--- config.mk ---
export PLATFORM = sky130hd
export DESIGN_NAME = seq_detect_ctrl_flat
export DESIGN_NICKNAME = d
export VERILOG_FILES = /design/src/rtl/seq_det_pkg.sv /design/src/rtl/seq_detect_ctrl_if.sv /design/src/rtl/seq_match_core.sv /design/src/rtl/seq_detect_ctrl.sv /design/src/flat_wrapper.sv
export SDC_FILE = /design/constraint.sdc
export NUM_CORES = 1
export LEC_CHECK = 0
export BUFFER_PORTS_ARGS = -buffer_cell sky130_fd_sc_hd__buf_2
export CAP_MARGIN = 30
export CORE_AREA = 2 2 61 63
export CTS_BUF_LIST = sky130_fd_sc_hd__clkbuf_4 sky130_fd_sc_hd__clkbuf_8 sky130_fd_sc_hd__clkbuf_16
export DETAILED_ROUTE_END_ITERATION = 10
export DIE_AREA = 0 0 63 65
export MAX_ROUTING_LAYER = met4
export PLACE_DENSITY = 0.91
export SLEW_MARGIN = 20
export SYNTH_ARGS = -nofsm -noshare
export SYNTH_HDL_FRONTEND = slang
export SYNTH_SLANG_ARGS = --single-unit
export TNS_END_PERCENT = 5
--- constraint.sdc ---
create_clock -name clk -period 7.26 [get_ports clk]
set_input_delay 1.089 -clock clk [delete_from_list [all_inputs] [get_ports clk]]
set_output_delay 1.089 -clock clk [all_outputs]
set_load 0.02 [all_outputs]
--- src/rtl/seq_det_pkg.sv ---
// Shared types for the programmable serial pattern detector: FSM states,
// derived length-field width and the latched configuration record.
package seq_det_pkg;

  localparam int DEF_PAT_W = 4;
  localparam int DEF_CNT_W = 8;

  // Length field must hold the value PAT_W itself, hence the extra bit.
  function automatic int len_width(input int pat_w);
    return $clog2(pat_w) + 1;
  endfunction

  localparam int DEF_LEN_W = len_width(DEF_PAT_W);

  typedef enum logic [1:0] {
    IDLE   = 2'd0,
    ARMED  = 2'd1,
    RUN    = 2'd2,
    REPORT = 2'd3
  } state_t;

  // The record is sized for the default build; overriding PAT_W/CNT_W
  // requires changing DEF_* here as well.
  typedef struct packed {
    logic [DEF_PAT_W-1:0] pattern;
    logic [DEF_LEN_W-1:0] len;
    logic                 overlap;
  } match_cfg_t;

  typedef struct packed {
    match_cfg_t           mcfg;
    logic [DEF_CNT_W-1:0] target;
  } cfg_t;

endpackage

--- src/rtl/seq_detect_ctrl_if.sv ---
// Configuration, stream and result handshakes of seq_detect_ctrl.
interface seq_detect_ctrl_if #(
  parameter int PAT_W = 4,
  parameter int CNT_W = 8,
  parameter int LEN_W = $clog2(PAT_W) + 1
);
  logic             cfg_valid;
  logic             cfg_ready;
  logic [PAT_W-1:0] cfg_pattern;
  logic [LEN_W-1:0] cfg_len;
  logic             cfg_overlap;
  logic [CNT_W-1:0] cfg_target;
  logic             cfg_err;
  logic             start;
  logic             abort;
  logic             x;
  logic             x_valid;
  logic             detect;
  logic             busy;
  logic             done_valid;
  logic             done_ready;
  logic [CNT_W-1:0] done_count;
  logic             done_aborted;

  modport master (
    output cfg_valid, cfg_pattern, cfg_len, cfg_overlap, cfg_target,
           start, abort, x, x_valid, done_ready,
    input  cfg_ready, cfg_err, detect, busy, done_valid, done_count, done_aborted
  );

  modport slave (
    input  cfg_valid, cfg_pattern, cfg_len, cfg_overlap, cfg_target,
           start, abort, x, x_valid, done_ready,
    output cfg_ready, cfg_err, detect, busy, done_valid, done_count, done_aborted
  );
endinterface

--- src/rtl/seq_match_core.sv ---
// History shift register plus fill counter; flags a match on the beat that
// completes the configured pattern (combinational, same cycle as the beat).
module seq_match_core
  import seq_det_pkg::*;
#(
  parameter int PAT_W = DEF_PAT_W,
  parameter int LEN_W = len_width(PAT_W)
) (
  input  logic       clk,
  input  logic       reset,
  input  logic       clr,
  input  logic       x,
  input  logic       x_valid,
  input  match_cfg_t cfg,
  output logic       match
);

  logic [PAT_W-2:0] hist_reg;
  logic [PAT_W-1:0] hist_next;
  logic [PAT_W-1:0] mask;
  logic [LEN_W-1:0] fill_reg;
  logic [LEN_W-1:0] fill_inc;

  generate
    for (genvar gi = 0; gi < PAT_W; gi++) begin : g_mask
      assign mask[gi] = (cfg.len > LEN_W'(gi));
    end
  endgenerate

  always_comb begin
    hist_next = {hist_reg, x};
    fill_inc  = (fill_reg == LEN_W'(PAT_W)) ? fill_reg : fill_reg + 1'b1;
    match     = x_valid && (fill_inc >= cfg.len) &&
                ((hist_next & mask) == (cfg.pattern & mask));
  end

  always_ff @(posedge clk or negedge reset) begin
    if (!reset) begin
      hist_reg <= '0;
      fill_reg <= '0;
    end else if (clr) begin
      hist_reg <= '0;
      fill_reg <= '0;
    end else if (x_valid) begin
      hist_reg <= hist_next[PAT_W-2:0];
      // Non-overlap mode: the matched bits may not start the next match.
      fill_reg <= (match && !cfg.overlap) ? '0 : fill_inc;
    end
  end

endmodule

--- src/rtl/seq_detect_ctrl.sv ---
// Control FSM around seq_match_core: config handshake, run control,
// saturating match counter and result handshake.
module seq_detect_ctrl
  import seq_det_pkg::*;
#(
  parameter int PAT_W = DEF_PAT_W,
  parameter int CNT_W = DEF_CNT_W
) (
  input logic              clk,
  input logic              reset,
  seq_detect_ctrl_if.slave bus
);

  localparam int LEN_W = len_width(PAT_W);

  state_t           state_reg, state_next;
  cfg_t             cfg_reg, cfg_next;
  logic [CNT_W-1:0] cnt_reg, cnt_next, cnt_inc;
  logic             detect_reg, detect_next;
  logic             aborted_reg, aborted_next;
  logic             cfg_err_reg, cfg_err_next;

  logic cfg_ready_w;
  logic cfg_fire;
  logic len_ok;
  logic core_clr;
  logic core_valid;
  logic match;

  assign cfg_ready_w = (state_reg == IDLE) || (state_reg == ARMED);
  assign cfg_fire    = bus.cfg_valid && cfg_ready_w;
  assign len_ok      = (bus.cfg_len != '0) && (bus.cfg_len <= LEN_W'(PAT_W));
  // A config offered alongside start takes precedence, so start is dropped.
  assign core_clr    = (state_reg == ARMED) && bus.start && !bus.cfg_valid;
  assign core_valid  = bus.x_valid && (state_reg == RUN);
  assign cnt_inc     = (cnt_reg == '1) ? cnt_reg : cnt_reg + 1'b1;

  seq_match_core #(
    .PAT_W (PAT_W),
    .LEN_W (LEN_W)
  ) u_core (
    .clk     (clk),
    .reset   (reset),
    .clr     (core_clr),
    .x       (bus.x),
    .x_valid (core_valid),
    .cfg     (cfg_reg.mcfg),
    .match   (match)
  );

  always_comb begin
    state_next   = state_reg;
    cfg_next     = cfg_reg;
    cnt_next     = cnt_reg;
    aborted_next = aborted_reg;
    cfg_err_next = 1'b0;
    detect_next  = match;
    case (state_reg)
      IDLE, ARMED: begin
        if (cfg_fire) begin
          if (len_ok) begin
            cfg_next.mcfg.pattern = bus.cfg_pattern;
            cfg_next.mcfg.len     = bus.cfg_len;
            cfg_next.mcfg.overlap = bus.cfg_overlap;
            cfg_next.target       = bus.cfg_target;
            state_next            = ARMED;
          end else begin
            cfg_err_next = 1'b1;
          end
        end else if (core_clr) begin
          cnt_next   = '0;
          state_next = RUN;
        end
      end
      RUN: begin
        if (match) begin
          cnt_next = cnt_inc;
        end
        // Reaching the target outranks a simultaneous abort.
        if (match && (cfg_reg.target != '0) && (cnt_inc == cfg_reg.target)) begin
          aborted_next = 1'b0;
          state_next   = REPORT;
        end else if (bus.abort) begin
          aborted_next = 1'b1;
          state_next   = REPORT;
        end
      end
      REPORT: begin
        if (bus.done_ready) begin
          state_next = ARMED;
        end
      end
      default: state_next = IDLE;
    endcase
  end

  always_ff @(posedge clk or negedge reset) begin
    if (!reset) begin
      state_reg   <= IDLE;
      cfg_reg     <= '0;
      cnt_reg     <= '0;
      detect_reg  <= 1'b0;
      aborted_reg <= 1'b0;
      cfg_err_reg <= 1'b0;
    end else begin
      state_reg   <= state_next;
      cfg_reg     <= cfg_next;
      cnt_reg     <= cnt_next;
      detect_reg  <= detect_next;
      aborted_reg <= aborted_next;
      cfg_err_reg <= cfg_err_next;
    end
  end

  assign bus.cfg_ready    = cfg_ready_w;
  assign bus.cfg_err      = cfg_err_reg;
  assign bus.detect       = detect_reg;
  assign bus.busy         = (state_reg == RUN);
  assign bus.done_valid   = (state_reg == REPORT);
  assign bus.done_count   = cnt_reg;
  assign bus.done_aborted = aborted_reg;

endmodule

--- src/flat_wrapper.sv ---
// flat-port wrapper written by rule: the top's interface ports become plain ports
module seq_detect_ctrl_flat import seq_det_pkg::*;
#(
  parameter int PAT_W = DEF_PAT_W,
  parameter int CNT_W = DEF_CNT_W
)
  (clk, reset, bus_cfg_valid, bus_cfg_pattern, bus_cfg_len, bus_cfg_overlap, bus_cfg_target, bus_start, bus_abort, bus_x, bus_x_valid, bus_done_ready, bus_cfg_ready, bus_cfg_err, bus_detect, bus_busy, bus_done_valid, bus_done_count, bus_done_aborted);
  seq_detect_ctrl_if #(.PAT_W(PAT_W), .CNT_W(CNT_W)) bus_i ();
  input logic clk;
  input logic reset;
  input wire logic [$bits(bus_i.cfg_valid)-1:0] bus_cfg_valid;
  input wire logic [$bits(bus_i.cfg_pattern)-1:0] bus_cfg_pattern;
  input wire logic [$bits(bus_i.cfg_len)-1:0] bus_cfg_len;
  input wire logic [$bits(bus_i.cfg_overlap)-1:0] bus_cfg_overlap;
  input wire logic [$bits(bus_i.cfg_target)-1:0] bus_cfg_target;
  input wire logic [$bits(bus_i.start)-1:0] bus_start;
  input wire logic [$bits(bus_i.abort)-1:0] bus_abort;
  input wire logic [$bits(bus_i.x)-1:0] bus_x;
  input wire logic [$bits(bus_i.x_valid)-1:0] bus_x_valid;
  input wire logic [$bits(bus_i.done_ready)-1:0] bus_done_ready;
  output wire logic [$bits(bus_i.cfg_ready)-1:0] bus_cfg_ready;
  output wire logic [$bits(bus_i.cfg_err)-1:0] bus_cfg_err;
  output wire logic [$bits(bus_i.detect)-1:0] bus_detect;
  output wire logic [$bits(bus_i.busy)-1:0] bus_busy;
  output wire logic [$bits(bus_i.done_valid)-1:0] bus_done_valid;
  output wire logic [$bits(bus_i.done_count)-1:0] bus_done_count;
  output wire logic [$bits(bus_i.done_aborted)-1:0] bus_done_aborted;
  assign bus_i.cfg_valid = bus_cfg_valid;
  assign bus_i.cfg_pattern = bus_cfg_pattern;
  assign bus_i.cfg_len = bus_cfg_len;
  assign bus_i.cfg_overlap = bus_cfg_overlap;
  assign bus_i.cfg_target = bus_cfg_target;
  assign bus_i.start = bus_start;
  assign bus_i.abort = bus_abort;
  assign bus_i.x = bus_x;
  assign bus_i.x_valid = bus_x_valid;
  assign bus_i.done_ready = bus_done_ready;
  assign bus_cfg_ready = bus_i.cfg_ready;
  assign bus_cfg_err = bus_i.cfg_err;
  assign bus_detect = bus_i.detect;
  assign bus_busy = bus_i.busy;
  assign bus_done_valid = bus_i.done_valid;
  assign bus_done_count = bus_i.done_count;
  assign bus_done_aborted = bus_i.done_aborted;
  seq_detect_ctrl #(.PAT_W(PAT_W), .CNT_W(CNT_W)) u_core (.clk(clk), .reset(reset), .bus(bus_i));
endmodule
==> metrics.cfg <==
[run_status]
run_status = completed

[finish]
layout_commonest_cell = buf_2
largest_reg_flops = 16
nets = 268
n_antenna_cell = 0
syn2layout_area_growth_pct = 13.8
drive_above_1_share_pct = 31.4
final_cell_mix = buf_2 (38), dfrtp_1 (35), nand2_1 (18)
finalNonFillerCells = 287

[die]
die_y_um = 65
ios = 38
coreArea_sq_mm = 0.00350
die-width_um = 63
dieArea_sq_mm = 0.00410
start_util_pct = 56.8
core.rowCount = 22

[cts]
cts.path.max_buffers = 2
cts_tree = yes
cts_buffers = 5
post-cts-setup-buffers = 0
path_clk_slew_ps = 100
ctsResizeCount = 0
clk_latency_ps = 340
holdBufCountCts = 0
cts_root_buf = clkbuf_4
htreeDepth = 2
clkSinkCount = 35

[sta]
setup_viol = 0
slew_headroom_pct = 49.1
worst_slew_pin_slew_ps = 763
whs_ps = 499
period_needed_ps = 2710
rsz0062_at_grt = false
period_share_pct = 37.3
fin_setup_tns_ps = 0
slew_violations = 0
fmax_mhz = 369
timing.final.hold_violations = 0
clock-skew-final_ps = 9.15

[detailed_routing]
routed_via_density = 5.76
via_count = 1653
drc = 0
routed_wl_mm = 4.17
dr.pass1.iters = 4
wl_per_cell_um = 14.5
ant_nets = 0
drtIter0Drc = 113

[yosys]
synth_flop_cell = dfrtp_1
synth-edff-count = 0
synth_cells = 200
ys_ff_latch = 35
ys_warn_count = 0
syn_area_sq_mm = 0.00198
synth.yosys.seq_area_share_pct = 44.1
synthArstFlopShare_pct = 100
synth_area_per_cell_sq_um = 9.92
synth_nets = 230
ys_types = 46

[critical_path]
required_ps = 7490
path_max_fanout = 6
regToRegSetupSlack_ps = 4550
cp-start-kind = register
path_class = register to register
setup.worst_path.end_class = register
crit_arrival_ps = 2940

[global_route]
grtUsageMet2_pct = 33.8
met3_usage_pct = 5.73
use_met1_pct = 32.0
antenna_found_initial = 0
grt.overflow.total = 0
grt_max_degree = 36
top_usage_layer = met2
grt_pass1_vias = 1544
grt_use_total_pct = 23.8
grt_first_pass_wirelength_mm = 7.15

[hold_path]
hold_class = register to register

[pwr]
p_leak_nw = 1.06
power_density_mw_per_mm2 = 326
irDropWorstVdd_mv = 0.185

[placement]
hpwl_mm = 3.14
io_buffers = 37
routabilityCongestion = 0.953
place_inst = 279

[flow_run]
maxCapViolations = 0

-- layout make-up --
class / instances / area, sq um
clock inverters: 1 / 5.00
inverters: 10 / 37.5
repair buffers: 38 / 190
fillers: 287 / 1240
well taps: 48 / 60.1
flip-flops and latches: 35 / 876
multi-input cells: 148 / 1040
clock buffers: 7 / 52.6
-- cell families (layout without fill, tap and decap cells) --
family | after synthesis | count (layout) | share of synthesized area, %
xor+xnor | 9 | 9 | 3.97
buf+inv | 17 | 56 | 3.59
fa+ha+maj | 6 | 6 | 3.78
mux | 18 | 18 | 10.1
compound gates | 50 | 50 | 17.0
simple gates | 65 | 65 | 17.4
flops | 35 | 35 | 44.1
-- path summary, 6_finish.rpt --
path                                                start  cells after the start                        to
max in group asynchronous                           reset                      1         u_core.cfg_reg[2]
worst max register to register  u_core.u_core.fill_reg[0]                     12  u_core.bus.done_count[5]
worst min-delay path              u_core.bus.done_aborted                      2   u_core.bus.done_aborted
min in group asynchronous                           reset                      1   u_core.bus.done_aborted
worst max-delay path            u_core.u_core.fill_reg[0]                     12  u_core.bus.done_count[5]
worst min register to register    u_core.bus.done_aborted                      2   u_core.bus.done_aborted
-- per-layer routing --
layer | part of all wire [%] | routed length (um)
met1 | 45 | 1900
met2 | 43 | 1810
met3 | 8.3 | 347
met4 | 2.6 | 110
met5 | 0 | 0
-- stage by stage --
step / worst slack, ps / utilization (%) / instance area, sq um / power (W)
after floorplan: 4860 / - / 1980 / 0.000549
after global placement: 4140 / 62.8 / 2200 / 0.000615
after detailed placement: 4400 / 63.0 / 2200 / 0.000632
after CTS: 4540 / 64.6 / 2260 / 0.000740
after global routing: 4320 / 64.6 / 2260 / 0.000798
final: 4550 / 64.6 / 2260 / 0.000735
-- synthesized netlist by cell type (2+ instances only) --
library cell	count	share of area, %
ha_1	6	3.8
o22ai_1	2	0.63
a22o_2	3	1.5
a31o_2	2	0.88
xor2_1	3	1.3
inv_1	9	1.7
dfrtp_1	35	44
a21oi_1	14	3.5
mux2i_1	2	1.0
o211ai_1	4	1.5
xnor2_1	6	2.6
o21a_1	2	0.76
nand3_1	6	1.5
clkbuf_1	3	0.57
o31ai_1	4	1.5
a31oi_1	3	0.95
mux2_2	16	9.1
and4_1	2	0.88
nand2_1	18	3.4
buf_2	3	0.76
nor3_1	3	0.76
a211o_1	2	0.88
o21ai_0	9	2.3
nor2b_1	6	1.9
nor2_1	12	2.3
and3_1	4	1.3
nor3b_1	2	0.76
-- critical path, stage by stage, from the launching register on --
cell      delay, ps
dfrtp_1         430
inv_1            80
ha_1            160
nand2_1          70
xnor2_1         150
ha_1            280
nand2b_1         90
a211o_1         110
o21ai_0         130
o31ai_1         580
buf_2           280
nand2_1          60
a21o_1          170
-- where the power goes --
part	internal, W	leakage (nW)	switching [W]	total, W
clock	0.0000452	0.0361	0.0000619	0.000107
sequential	0.000262	0.442	0.0000679	0.000330
combinational	0.000147	0.580	0.000152	0.000298
total	0.000454	1.06	0.000282	0.000735
No activity file was read; power rests on OpenSTA's default activity.
